## src/rtl/instr_encode_loader_if.sv

```systemverilog
// ============================================================================
// Module      : instr_encode_loader_if
// Description : Command, field-bundle handshake and imem write bus for the
//               RV32I encoder/loader.
// Revision    : 1.0
// ============================================================================
`default_nettype none

interface instr_encode_loader_if #(
    parameter int ADDR_W = 10,
    parameter int CNT_W  = 8
);
    logic              start;
    logic [ADDR_W-1:0] base_addr;
    logic [CNT_W-1:0]  count;
    logic              in_valid;
    logic              in_ready;
    logic [2:0]        fmt;
    logic [2:0]        funct3;
    logic [6:0]        funct7;
    logic [4:0]        rd;
    logic [4:0]        rs1;
    logic [4:0]        rs2;
    logic [31:0]       imm;
    logic              imem_we;
    logic [ADDR_W-1:0] imem_addr;
    logic [31:0]       imem_wdata;
    logic              busy;
    logic              done;
    logic              err;

    modport master (
        output start, base_addr, count, in_valid, fmt, funct3, funct7,
               rd, rs1, rs2, imm,
        input  in_ready, imem_we, imem_addr, imem_wdata, busy, done, err
    );

    modport slave (
        input  start, base_addr, count, in_valid, fmt, funct3, funct7,
               rd, rs1, rs2, imm,
        output in_ready, imem_we, imem_addr, imem_wdata, busy, done, err
    );
endinterface

`default_nettype wire

```

## src/rtl/instr_encode_loader.sv

```systemverilog
// ============================================================================
// Module      : instr_encode_loader
// Description : Packs decoded RV32I fields into instruction words and writes
//               them sequentially into instruction memory.
// Revision    : 1.0
// ============================================================================
`default_nettype none

module instr_encode_loader #(
    parameter int ADDR_W = 10,
    parameter int CNT_W  = 8
) (
    input  wire logic             clk,
    input  wire logic             rst,
    instr_encode_loader_if.slave  bus
);

    localparam logic [1:0] c_st_idle  = 2'd0;
    localparam logic [1:0] c_st_load  = 2'd1;
    localparam logic [1:0] c_st_drain = 2'd2;

    localparam logic [2:0] c_fmt_r = 3'd0;
    localparam logic [2:0] c_fmt_i = 3'd1;
    localparam logic [2:0] c_fmt_s = 3'd2;
    localparam logic [2:0] c_fmt_b = 3'd3;
    localparam logic [2:0] c_fmt_u = 3'd4;
    localparam logic [2:0] c_fmt_j = 3'd5;

    logic [1:0]        r_state;
    logic [1:0]        w_state_nxt;
    logic [ADDR_W-1:0] r_ptr;
    logic [CNT_W-1:0]  r_remaining;
    logic              r_we;
    logic [ADDR_W-1:0] r_addr;
    logic [31:0]       r_wdata;
    logic              r_done;
    logic              r_err;

    logic              w_start;
    logic              w_in_ready;
    logic              w_accept;
    logic              w_legal;
    logic              w_misalign;
    logic [31:0]       w_word;

    assign w_start    = bus.start && (r_state == c_st_idle);
    assign w_in_ready = (r_state == c_st_load);
    assign w_accept   = w_in_ready && bus.in_valid;

    always_ff @(posedge clk) begin
        if (rst) begin
            r_state <= c_st_idle;
        end else begin
            r_state <= w_state_nxt;
        end
    end

    always_comb begin
        w_state_nxt = r_state;
        case (r_state)
            c_st_idle: begin
                if (w_start) begin
                    w_state_nxt = (bus.count == '0) ? c_st_drain : c_st_load;
                end
            end
            c_st_load: begin
                if (w_accept && (r_remaining == CNT_W'(1))) begin
                    w_state_nxt = c_st_drain;
                end
            end
            c_st_drain: w_state_nxt = c_st_idle;
            default:    w_state_nxt = c_st_idle;
        endcase
    end

    // Branch/jump offsets are halfword aligned, so imm[0] has no slot in the word.
    always_comb begin
        w_word     = '0;
        w_legal    = 1'b1;
        w_misalign = 1'b0;
        case (bus.fmt)
            c_fmt_r: w_word = {bus.funct7, bus.rs2, bus.rs1, bus.funct3, bus.rd, 7'b0110011};
            c_fmt_i: w_word = {bus.imm[11:0], bus.rs1, bus.funct3, bus.rd, 7'b0010011};
            c_fmt_s: w_word = {bus.imm[11:5], bus.rs2, bus.rs1, bus.funct3, bus.imm[4:0], 7'b0100011};
            c_fmt_b: begin
                w_word     = {bus.imm[12], bus.imm[10:5], bus.rs2, bus.rs1, bus.funct3,
                              bus.imm[4:1], bus.imm[11], 7'b1100011};
                w_misalign = bus.imm[0];
            end
            c_fmt_u: w_word = {bus.imm[31:12], bus.rd, 7'b0110111};
            c_fmt_j: begin
                w_word     = {bus.imm[20], bus.imm[10:1], bus.imm[11], bus.imm[19:12],
                              bus.rd, 7'b1101111};
                w_misalign = bus.imm[0];
            end
            default: w_legal = 1'b0;
        endcase
    end

    always_ff @(posedge clk) begin
        if (rst) begin
            r_ptr       <= '0;
            r_remaining <= '0;
            r_we        <= 1'b0;
            r_addr      <= '0;
            r_wdata     <= '0;
            r_done      <= 1'b0;
            r_err       <= 1'b0;
        end else begin
            r_we   <= 1'b0;
            r_done <= (r_state == c_st_drain);
            if (w_start) begin
                r_ptr       <= bus.base_addr;
                r_remaining <= bus.count;
                r_err       <= 1'b0;
            end
            if (w_accept) begin
                r_remaining <= r_remaining - CNT_W'(1);
                // Illegal slots consume a count but leave the pointer in place.
                if (w_legal) begin
                    r_we    <= 1'b1;
                    r_addr  <= r_ptr;
                    r_wdata <= w_word;
                    r_ptr   <= r_ptr + ADDR_W'(4);
                end
                if (!w_legal || w_misalign) begin
                    r_err <= 1'b1;
                end
            end
        end
    end

    assign bus.in_ready   = w_in_ready;
    assign bus.imem_we    = r_we;
    assign bus.imem_addr  = r_addr;
    assign bus.imem_wdata = r_wdata;
    assign bus.busy       = (r_state == c_st_load) || (r_state == c_st_drain);
    assign bus.done       = r_done;
    assign bus.err        = r_err;

endmodule

`default_nettype wire

```

## src/flat_wrapper.sv

```systemverilog
// flat-port wrapper written by rule: the top's interface ports become plain ports
module instr_encode_loader_flat 
#(
    parameter int ADDR_W = 10,
    parameter int CNT_W  = 8
)
  (clk, rst, bus_start, bus_base_addr, bus_count, bus_in_valid, bus_fmt, bus_funct3, bus_funct7, bus_rd, bus_rs1, bus_rs2, bus_imm, bus_in_ready, bus_imem_we, bus_imem_addr, bus_imem_wdata, bus_busy, bus_done, bus_err);
  instr_encode_loader_if #(.ADDR_W(ADDR_W), .CNT_W(CNT_W)) bus_i ();
  input  wire logic clk;
  input  wire logic rst;
  input wire logic [$bits(bus_i.start)-1:0] bus_start;
  input wire logic [$bits(bus_i.base_addr)-1:0] bus_base_addr;
  input wire logic [$bits(bus_i.count)-1:0] bus_count;
  input wire logic [$bits(bus_i.in_valid)-1:0] bus_in_valid;
  input wire logic [$bits(bus_i.fmt)-1:0] bus_fmt;
  input wire logic [$bits(bus_i.funct3)-1:0] bus_funct3;
  input wire logic [$bits(bus_i.funct7)-1:0] bus_funct7;
  input wire logic [$bits(bus_i.rd)-1:0] bus_rd;
  input wire logic [$bits(bus_i.rs1)-1:0] bus_rs1;
  input wire logic [$bits(bus_i.rs2)-1:0] bus_rs2;
  input wire logic [$bits(bus_i.imm)-1:0] bus_imm;
  output wire logic [$bits(bus_i.in_ready)-1:0] bus_in_ready;
  output wire logic [$bits(bus_i.imem_we)-1:0] bus_imem_we;
  output wire logic [$bits(bus_i.imem_addr)-1:0] bus_imem_addr;
  output wire logic [$bits(bus_i.imem_wdata)-1:0] bus_imem_wdata;
  output wire logic [$bits(bus_i.busy)-1:0] bus_busy;
  output wire logic [$bits(bus_i.done)-1:0] bus_done;
  output wire logic [$bits(bus_i.err)-1:0] bus_err;
  assign bus_i.start = bus_start;
  assign bus_i.base_addr = bus_base_addr;
  assign bus_i.count = bus_count;
  assign bus_i.in_valid = bus_in_valid;
  assign bus_i.fmt = bus_fmt;
  assign bus_i.funct3 = bus_funct3;
  assign bus_i.funct7 = bus_funct7;
  assign bus_i.rd = bus_rd;
  assign bus_i.rs1 = bus_rs1;
  assign bus_i.rs2 = bus_rs2;
  assign bus_i.imm = bus_imm;
  assign bus_in_ready = bus_i.in_ready;
  assign bus_imem_we = bus_i.imem_we;
  assign bus_imem_addr = bus_i.imem_addr;
  assign bus_imem_wdata = bus_i.imem_wdata;
  assign bus_busy = bus_i.busy;
  assign bus_done = bus_i.done;
  assign bus_err = bus_i.err;
  instr_encode_loader #(.ADDR_W(ADDR_W), .CNT_W(CNT_W)) u_core (.clk(clk), .rst(rst), .bus(bus_i));
endmodule
```

## config.mk

```make
export PLATFORM = sky130hd
export DESIGN_NAME = instr_encode_loader_flat
export DESIGN_NICKNAME = d
export VERILOG_FILES = /design/src/rtl/instr_encode_loader_if.sv /design/src/rtl/instr_encode_loader.sv /design/src/flat_wrapper.sv
export SDC_FILE = /design/constraint.sdc
export NUM_CORES = 1
export LEC_CHECK = 0
export CELL_PAD_IN_SITES_DETAIL_PLACEMENT = 1
export CELL_PAD_IN_SITES_GLOBAL_PLACEMENT = 2
export CORE_UTILIZATION = 26
export CTS_CLUSTER_SIZE = 20
export DETAILED_ROUTE_END_ITERATION = 16
export PLACE_DENSITY_LB_ADDON = 0.1
export SYNTH_ARGS = -nofsm -noshare
export SYNTH_HDL_FRONTEND = slang
export SYNTH_SLANG_ARGS = --single-unit
```

## constraint.sdc

```tcl
create_clock -name clk -period 3.4 [get_ports clk]
set_clock_uncertainty 0.1 [all_clocks]
set_input_delay 0.68 -clock clk [delete_from_list [all_inputs] [get_ports clk]]
set_output_delay 0.68 -clock clk [all_outputs]
set_load 0.01 [all_outputs]
```

==> results.json <==
{
  "status": "complete, but fails checks",
  "violations": "DRC",
  "max_slew.worst_pin.slew_ns": 0.607,
  "wirelength_microns": 11000,
  "synth_top_family_by_area": "compound AO/OA/AOI/OAI gates",
  "area_delta_synth_final_pct": 56.3,
  "rr_startpoint": "u_core.r_state[1]",
  "dieHeight_microns": 112,
  "holdPathStages": 2,
  "critPathLaunchType": "input pin",
  "firstDrtPassIters": 13,
  "cts_tree": "built",
  "worstPathRequired_ns": 3.55,
  "hold_class": "reg -> reg",
  "synthAdderAreaFrac_pct": 2.40,
  "drive_gt1_share_pct": 9.15,
  "critPathKind": "in -> reg",
  "cap_violations": 0,
  "die_w_microns": 112,
  "post-dp-hpwl_microns": 8040,
  "maxSlewViolCount": 0,
  "synth_edf_count": 0,
  "synth_fp_nets": 462,
  "reg2reg_to": "u_core.r_ptr[9]",
  "coreArea_sq_um": 11600,
  "dr.first_iter.drc_count": 140,
  "power.leakage_nw": 1.70,
  "syn_area_sq_um": 3130,
  "clk_latency_ns": 0.33,
  "grt_overflow": 0,
  "cts.sinks": 64,
  "grt_pass1_wl_microns": 18200,
  "hold_viol_final": 0,
  "ir_drop_v": 0.000197,
  "vias": 3362,
  "slew_headroom_pct": 59.4,
  "rsz0062_at_grt": "false",
  "setup_viol": 0,
  "synthSimpleGateAreaFrac_pct": 20.9,
  "syn_inst": 374,
  "antennaDiodeCount": 0,
  "ctsHoldBuffers": 0,
  "synth_ff_type": "dfxtp_1",
  "fillCellCount": 1336,
  "h-tree-depth": 3,
  "fmax_mhz": 402,
  "start_util_pct": 27.0,
  "cts-root-buf": "clkbuf_16",
  "synth-xor-area-share_pct": 0,
  "rows": 39,
  "antenna_left": 0,
  "critPathMaxFanout": 35,
  "grt_max_degree": 36,
  "synth_cell_types": 48,
  "total_power_w": 0.00232,
  "first_global_vias": 3523,
  "ctsResizeCount": 0,
  "hold_start": "u_core.bus.imem_addr[9]",
  "nets": 586,
  "power_density_nw_per_um2": 474,
  "die_area_sq_um": 12500,
  "ys_warn_count": 0,
  "final_common_cell": "clkdlybuf4s50_1",
  "yosysSeqAreaShare_pct": 41.0,
  "ios": 129,
  "antenna_found_initial": 0,
  "ys_ff_latch": 64,
  "cts_buffers": 9,
  "period_needed_ns": 2.49,
  "async_flop_share_pct": 0,
  "synth_area_per_cell_sq_um": 8.36,
  "via_per_inst": 5.20,
  "r2r_cells": 6,
  "timing.setup.tns_ns": 0,
  "port_buffers": 128,
  "holdPathEnd": "u_core.bus.imem_addr[9]",
  "synth-compound-area-share_pct": 27.9,
  "post_cts_buffers": 0,
  "wl_per_cell_microns": 17.0,
  "cp-end-kind": "register",
  "layout_common_cells": "clkdlybuf4s50_1, dfxtp_1, nor2_1",
  "min_period_over_period_pct": 73.1,
  "clkTransAtPathRegs_ns": 0.06,
  "place_congestion": 0.823,
  "cts_buffer_depth": 2,
  "drc": 7,
  "synth.area.mux_share_pct": 2.04,
  "grtUsageTotal_pct": 18.5,
  "crit_arrival_ns": 2.64,
  "r2r_slack_ns": 1.09
}
per-stage QoR:
stage / utilization (%) / hold slack (ns) / worst slack, ns / instances / instance area [sq um]
6_report: 42.3 / 0.357 / 0.914 / 646 / 4890
5_1_grt: 42.3 / 0.380 / 0.724 / 646 / 4890
4_1_cts: 42.3 / 0.356 / 0.871 / 646 / 4890
3_5_place_dp: 39.6 / 0.349 / 0.539 / 630 / 4580
3_3_place_gp: 39.6 / 0.345 / 0.589 / 630 / 4580
2_1_floorplan: - / 0.328 / 1.62 / 374 / 3130
state kept, by name (all words and copies together) (netlist names):
signal	cells
u_core.bus.done	1
u_core.bus.err	1
u_core.bus.imem_addr	10
u_core.bus.imem_wdata	31
u_core.bus.imem_we	1
u_core.r_ptr	10
u_core.r_remaining	8
u_core.r_state	2
cell type report:
cell class              instances  area, sq um  area share, %
repair buffers                143         1410           28.9
inverters                       9         33.8          0.691
clock inverters                 6         67.6           1.38
well taps                     143          179           3.66
clock buffers                  10          239           4.89
multi-input cells             271         1670           34.2
flip-flops and latches         64         1280           26.2
power breakdown:
part / total [W] / internal, W / switching, W / leakage [nW]
Clock: 0.000958 / 0.000590 / 0.000368 / 0.145
Sequential: 0.000852 / 0.000806 / 0.0000461 / 0.521
Combinational: 0.000508 / 0.000265 / 0.000242 / 1.03
Total: 0.00232 / 0.00166 / 0.000656 / 1.70
logic make-up after synthesis:
| family | Yosys count |
|---|---|
| mux | 6 |
| flops | 64 |
| fa+ha+maj | 6 |
| simple gates | 139 |
| buf+inv | 39 |
| compound gates | 120 |
worst max-delay path by stage:
stage / depth (start not counted) / to / slack (ns) / from
final: 5 / u_core.r_ptr[9] / 0.91 / bus_in_valid
after global routing: 5 / u_core.r_ptr[9] / 0.72 / bus_in_valid
after CTS: 5 / u_core.r_ptr[9] / 0.87 / bus_in_valid
after detailed placement: 5 / u_core.r_ptr[9] / 0.54 / bus_in_valid
after global placement: 5 / u_core.r_ptr[9] / 0.59 / bus_in_valid
after floorplan: 7 / u_core.bus.imem_addr[6] / 1.62 / bus_fmt[2]
per-layer routing:
layer | vias up | routed length [microns] | global-route usage [%]
met5 | - | 0 | 0
met4 | 0 | 114 | 6.04
met3 | 8 | 699 | 3.54
met2 | 105 | 5090 | 30.1
met1 | 1612 | 5070 | 24.5
li1 | 1637 | - | -
cells in the mapped netlist, drive strengths merged, types with 6 or more instances:
cell | instances | area share (%)
a221oi | 14 | 3.9
nor3 | 21 | 3.4
o21ai | 8 | 1.3
dfxtp | 64 | 41
a22oi | 19 | 4.6
clkbuf | 14 | 1.7
nor2 | 47 | 5.6
inv | 9 | 1.1
a211oi | 17 | 4.1
ha | 6 | 2.4
buf | 16 | 3.0
a21oi | 30 | 5.0
nand2 | 40 | 5.0
o22a | 6 | 1.7
nand3 | 6 | 0.96
worst max-delay path, cell delays in order:
cell and delay [ns]:
clkdlybuf4s50_1 0.53, and2_1 0.46, nand2_4 0.35, or3_1 0.44, a31oi_1 0.16
Note: power is estimated with default switching activity, not from simulation.
==> edit 1: new RTL, config.mk and constraints unchanged <==
`ADDR_W` is set to 10 in 3 places; all go to 11.
--- a/src/rtl/instr_encode_loader_if.sv
+++ b/src/rtl/instr_encode_loader_if.sv
@@ -8,5 +8,5 @@
 
 interface instr_encode_loader_if #(
-    parameter int ADDR_W = 10,
+    parameter int ADDR_W = 11,
     parameter int CNT_W  = 8
 );
--- a/src/rtl/instr_encode_loader.sv
+++ b/src/rtl/instr_encode_loader.sv
@@ -8,5 +8,5 @@
 
 module instr_encode_loader #(
-    parameter int ADDR_W = 10,
+    parameter int ADDR_W = 11,
     parameter int CNT_W  = 8
 ) (
--- a/src/flat_wrapper.sv
+++ b/src/flat_wrapper.sv
@@ -2,5 +2,5 @@
 module instr_encode_loader_flat 
 #(
-    parameter int ADDR_W = 10,
+    parameter int ADDR_W = 11,
     parameter int CNT_W  = 8
 )
Interface: changed (resized bus_base_addr and bus_imem_addr); port bits go from 129 to 131. The function was not compared with the original's and may differ.
==> edit 1 against the unedited design <==
  * Sequential cell count up 2
  * Non-clock buffer count down 1
  * Count of clock-buffer cells in the layout up 1
  * Worst hold slack worse by 0.0048 ns
  * Wire length up 2.0%
  * Synthesized cell count up 5.1%
  * Power up 3.4%
  * Final area up 0.67%
  * Final cell count up 2.8%
  * Setup slack worse by 0.039 ns
  * Area after synthesis up 1.6%
  * Critical endpoint is now u_core.bus.imem_wdata[31]$_SDFFE_PP0P_
  * Highest routed layer unchanged
==> edit 1: results <==
[final_layout]
fin_nets = 603
antenna_cells = 0
drive_gt1_share_pct = 6.58
largest_register_ffs = 31

[yosys]
yosys_warnings = 0
synth_cell_type_count = 42
synth_nets = 482
yosys-top-cells-count = dfxtp_1, nor2_1, nand2_1
synthTopCellsByArea = dfxtp_1, nor2_1, nand2_1
ys_async_sr_fraction_pct = 0
yosysSeqAreaShare_pct = 41.6

[global_routing]
grt_pass1_vias = 3676
grtUsageTotal_pct = 19.0
grt_pass1_wl_mm = 18.6
grt_max_degree = 45
antenna_found_initial = 0

[worst_setup_path]
crit_path_max_fanout = 12
ff2ff_setup_slack_ns = 1.07
cp.arrival_ns = 2.67

[routing]
drt-vias-per-instance = 5.16
first_pass_iters = 4
drt_iter0_drc = 126
drt_wl_total_mm = 11.2

[clocking]
htreeDepth = 3
cts_setup_buffers = 0
clk_pin_slew_ns = 0.05
root_buffer = clkbuf_16
clkLatencyLatePin_ns = 0.33
cts_buffer_depth = 2
cts_resized = 0

[timing]
relSlewSlack_pct = 42.8
holdWs_ns = 0.352
period_needed_ns = 2.52

[hold_path]
hp-class = register to register

[placed_design]
io_buffers = 130
gp_congestion = 0.781
hpwl_mm = 8.11

[run_status]
outcome = finished, final reports clean

[power]
vdd_drop_max_uv = 230
leakage_nw = 1.73
==> edit 1: worst paths after layout <==
| kind | from | cells past startpoint | to |
|---|---|---|---|
| worst max-delay path | bus_fmt[2] | 6 | u_core.bus.imem_wdata[31]$_SDFFE_PP0P_ |
| worst min-delay path | u_core.r_ptr[1]$_SDFFE_PP0N_ | 2 | u_core.bus.imem_addr[1]$_SDFFE_PP0P_ |
| worst min register to register | u_core.r_ptr[1]$_SDFFE_PP0N_ | 2 | u_core.bus.imem_addr[1]$_SDFFE_PP0P_ |
| worst max register to register | u_core.r_state[1]$_SDFFE_PP0P_ | 7 | u_core.bus.imem_wdata[21]$_SDFFE_PP0P_ |
==> edit 1: cells by family (layout without fill, tap and decap cells) <==
| logic type | after synthesis | after routing | share of synthesized area, % |
|---|---|---|---|
| multiplexers | 7 | 7 | 2.36 |
| buffers and inverters | 43 | 167 | 5.32 |
| AND/OR/NAND/NOR | 145 | 145 | 20.5 |
| flip-flops | 66 | 66 | 41.6 |
| AO/OA/AOI/OAI | 126 | 126 | 27.9 |
| adder cells (fa/ha/maj) | 6 | 6 | 2.36 |
==> edit 1: power breakdown <==
part | internal, mW | switching, mW | leakage (nW)
clock network | 0.596 | 0.333 | 0.147
registers | 0.842 | 0.0522 | 0.537
logic | 0.290 | 0.282 | 1.05
==> edit 1: routing by layer <==
| metal | routed length [um] | up-vias | GRT usage [%] | share of wire (%) |
|---|---|---|---|---|
| met5 | 0 | - | 0 | 0 |
| met4 | 80 | 0 | 4.62 | 0.72 |
| met3 | 789 | 6 | 7.13 | 7.1 |
| met2 | 5380 | 95 | 32.8 | 48 |
| met1 | 4940 | 1639 | 22.1 | 44 |
| li1 | - | 1685 | - | - |
==> edit 1: final cells by class <==
cell class              instances  area (um2)
inverters                      11        41.3
flip-flops and latches         66        1320
clock inverters                 3        40.0
fillers                      1399        7040
well taps                     147         184
repair buffers                142        1390
multi-input cells             284        1690
clock buffers                  11         253
==> edit 1: worst max-delay path: stages <==
cell and delay [ns]:
clkdlybuf4s50_1 0.72, inv_1 0.08, buf_4 0.19, nor2_1 0.60, a21oi_1 0.13, a211oi_1 0.27
==> edit 1: stage by stage <==
stage          area, um2  instances  setup slack, ns
4_1_cts             4920        664            0.858
3_3_place_gp        4630        650            0.570
6_report            4920        664            0.875
2_1_floorplan       3180        393             1.32
5_1_grt             4920        664            0.735
3_5_place_dp        4630        650            0.503
==> edit 2: new RTL, same flow settings <==
Made on the original files. Reset style: asynchronous (`rst`), changed in 2 clocked blocks.
--- a/src/rtl/instr_encode_loader.sv
+++ b/src/rtl/instr_encode_loader.sv
@@ -48,5 +48,5 @@
     assign w_accept   = w_in_ready && bus.in_valid;
 
-    always_ff @(posedge clk) begin
+    always_ff @(posedge clk or posedge rst) begin
         if (rst) begin
             r_state <= c_st_idle;
@@ -98,5 +98,5 @@
     end
 
-    always_ff @(posedge clk) begin
+    always_ff @(posedge clk or posedge rst) begin
         if (rst) begin
             r_ptr       <= '0;
Formal check against the unedited RTL: differs if rst is asserted again (counterexample within 4 cycles, from zero or initial values and one cycle with rst high); with rst held inactive, the same outputs for 4 cycles.
==> edit 2 against the unedited design <==
  * Critical endpoint is now u_core.bus.imem_wdata[22]$_DFFE_PP0P_
  * Area after synthesis is 4.8% higher
  * Final cell count is 1.1% higher
  * Sequential cell count stayed put
  * Wire length is 0.78% higher
  * Final area is 3.5% higher
  * Sequential share of layout area is 5.5 points higher
  * First-iteration DRC count is 39% lower
  * Die area is 4.8% higher
  * Setup slack worse by 0.035 ns
Power is not compared: it rests on default switching activity, and its combinational part moved more than twofold at a synthesized area within 25%.
==> edit 2: results <==
[run_status]
outcome = finished, final reports clean

[routing]
first_pass_iters = 4
drc_errors = 0
drt-vias-per-instance = 4.85
vias = 3167
wl_met3_um = 442
drt_wl_total_mm = 11.1
drt_iter0_drc = 85
dr_wl_met2_mm = 5.24
wl_met1_mm = 5.12

[yosys]
yosysSeqAreaShare_pct = 48.9
synth_flop_cell = dfrtp_1
yosys-top-cells-count = nand2_1, dfrtp_1, o21ai_0
synth_nets = 443
ys_async_sr_fraction_pct = 100
avgSynthCellArea_um2 = 9.23
synthTopCellsByArea = dfrtp_1, nand2_1, o21ai_0
synth_cell_type_count = 53

[worst_setup_path]
cp-startpoint = bus_fmt[1]
critical_path.top_delay_family = buffers and inverters
ff2ff_setup_slack_ns = 1.17
cpPeakStageDelay_ns = 0.81
r2r_end = u_core.r_remaining[7]$_DFFE_PP0P_
r2r_cells = 7
crit_path_max_fanout = 16
crit_end = u_core.bus.imem_wdata[22]$_DFFE_PP0P_

[global_routing]
grt.met3_usage_pct = 4.34
grt_pass1_vias = 3398
met2_usage_pct = 29.3
grt_pass1_wl_mm = 17.8
gr-usage-met1_pct = 22.8
grtUsageTotal_pct = 17.9

[placed_design]
pre_cts_ws_ns = 0.543
placedCellCount = 637
dpl_cell_area_um2 = 4730
hpwl_mm = 8.13
gp_congestion = 0.758

[final_layout]
drive_gt1_share_pct = 6.60
fin_nets = 568

[timing]
max_freq_ghz = 0.397
holdWs_ns = 0.368
relSlewSlack_pct = 47.8

[hold_path]
hold_start = u_core.bus.imem_addr[5]$_DFFE_PP0P_
hold_end = u_core.bus.imem_addr[5]$_DFFE_PP0P_

[power]
vdd_drop_max_uv = 329
edit 2: power by group:
part | switching, mW | total, mW | internal [mW] | leakage, nW
clock network | 0.350 | 1.01 | 0.661 | 0.152
registers | 0.284 | 1.39 | 1.11 | 0.776
logic | 0.761 | 1.62 | 0.858 | 1.16
edit 2: kinds of logic after synthesis:
logic type / share of synthesized area (%)
multiplexers: 2.52
AND/OR/NAND/NOR: 18.1
AO/OA/AOI/OAI: 23.2
adder cells (fa/ha/maj): 2.60
XOR/XNOR: 0.267
buffers and inverters: 4.43
flip-flops: 48.9
edit 2: area by class of cell:
class / instances / area (um2)
sequential: 64 / 1600
timing repair buffer: 136 / 1350
clock buffer: 11 / 243
multi-input combinational: 259 / 1530
inverter: 10 / 37.5
fill: 1429 / 7100
clock inverter: 5 / 80.1
tap: 168 / 210
edit 2: tightest hold or removal path: stages (launching register included):
cell and delay, ns:
dfrtp_1 0.33, nand2_1 0.05, nand2_1 0.05
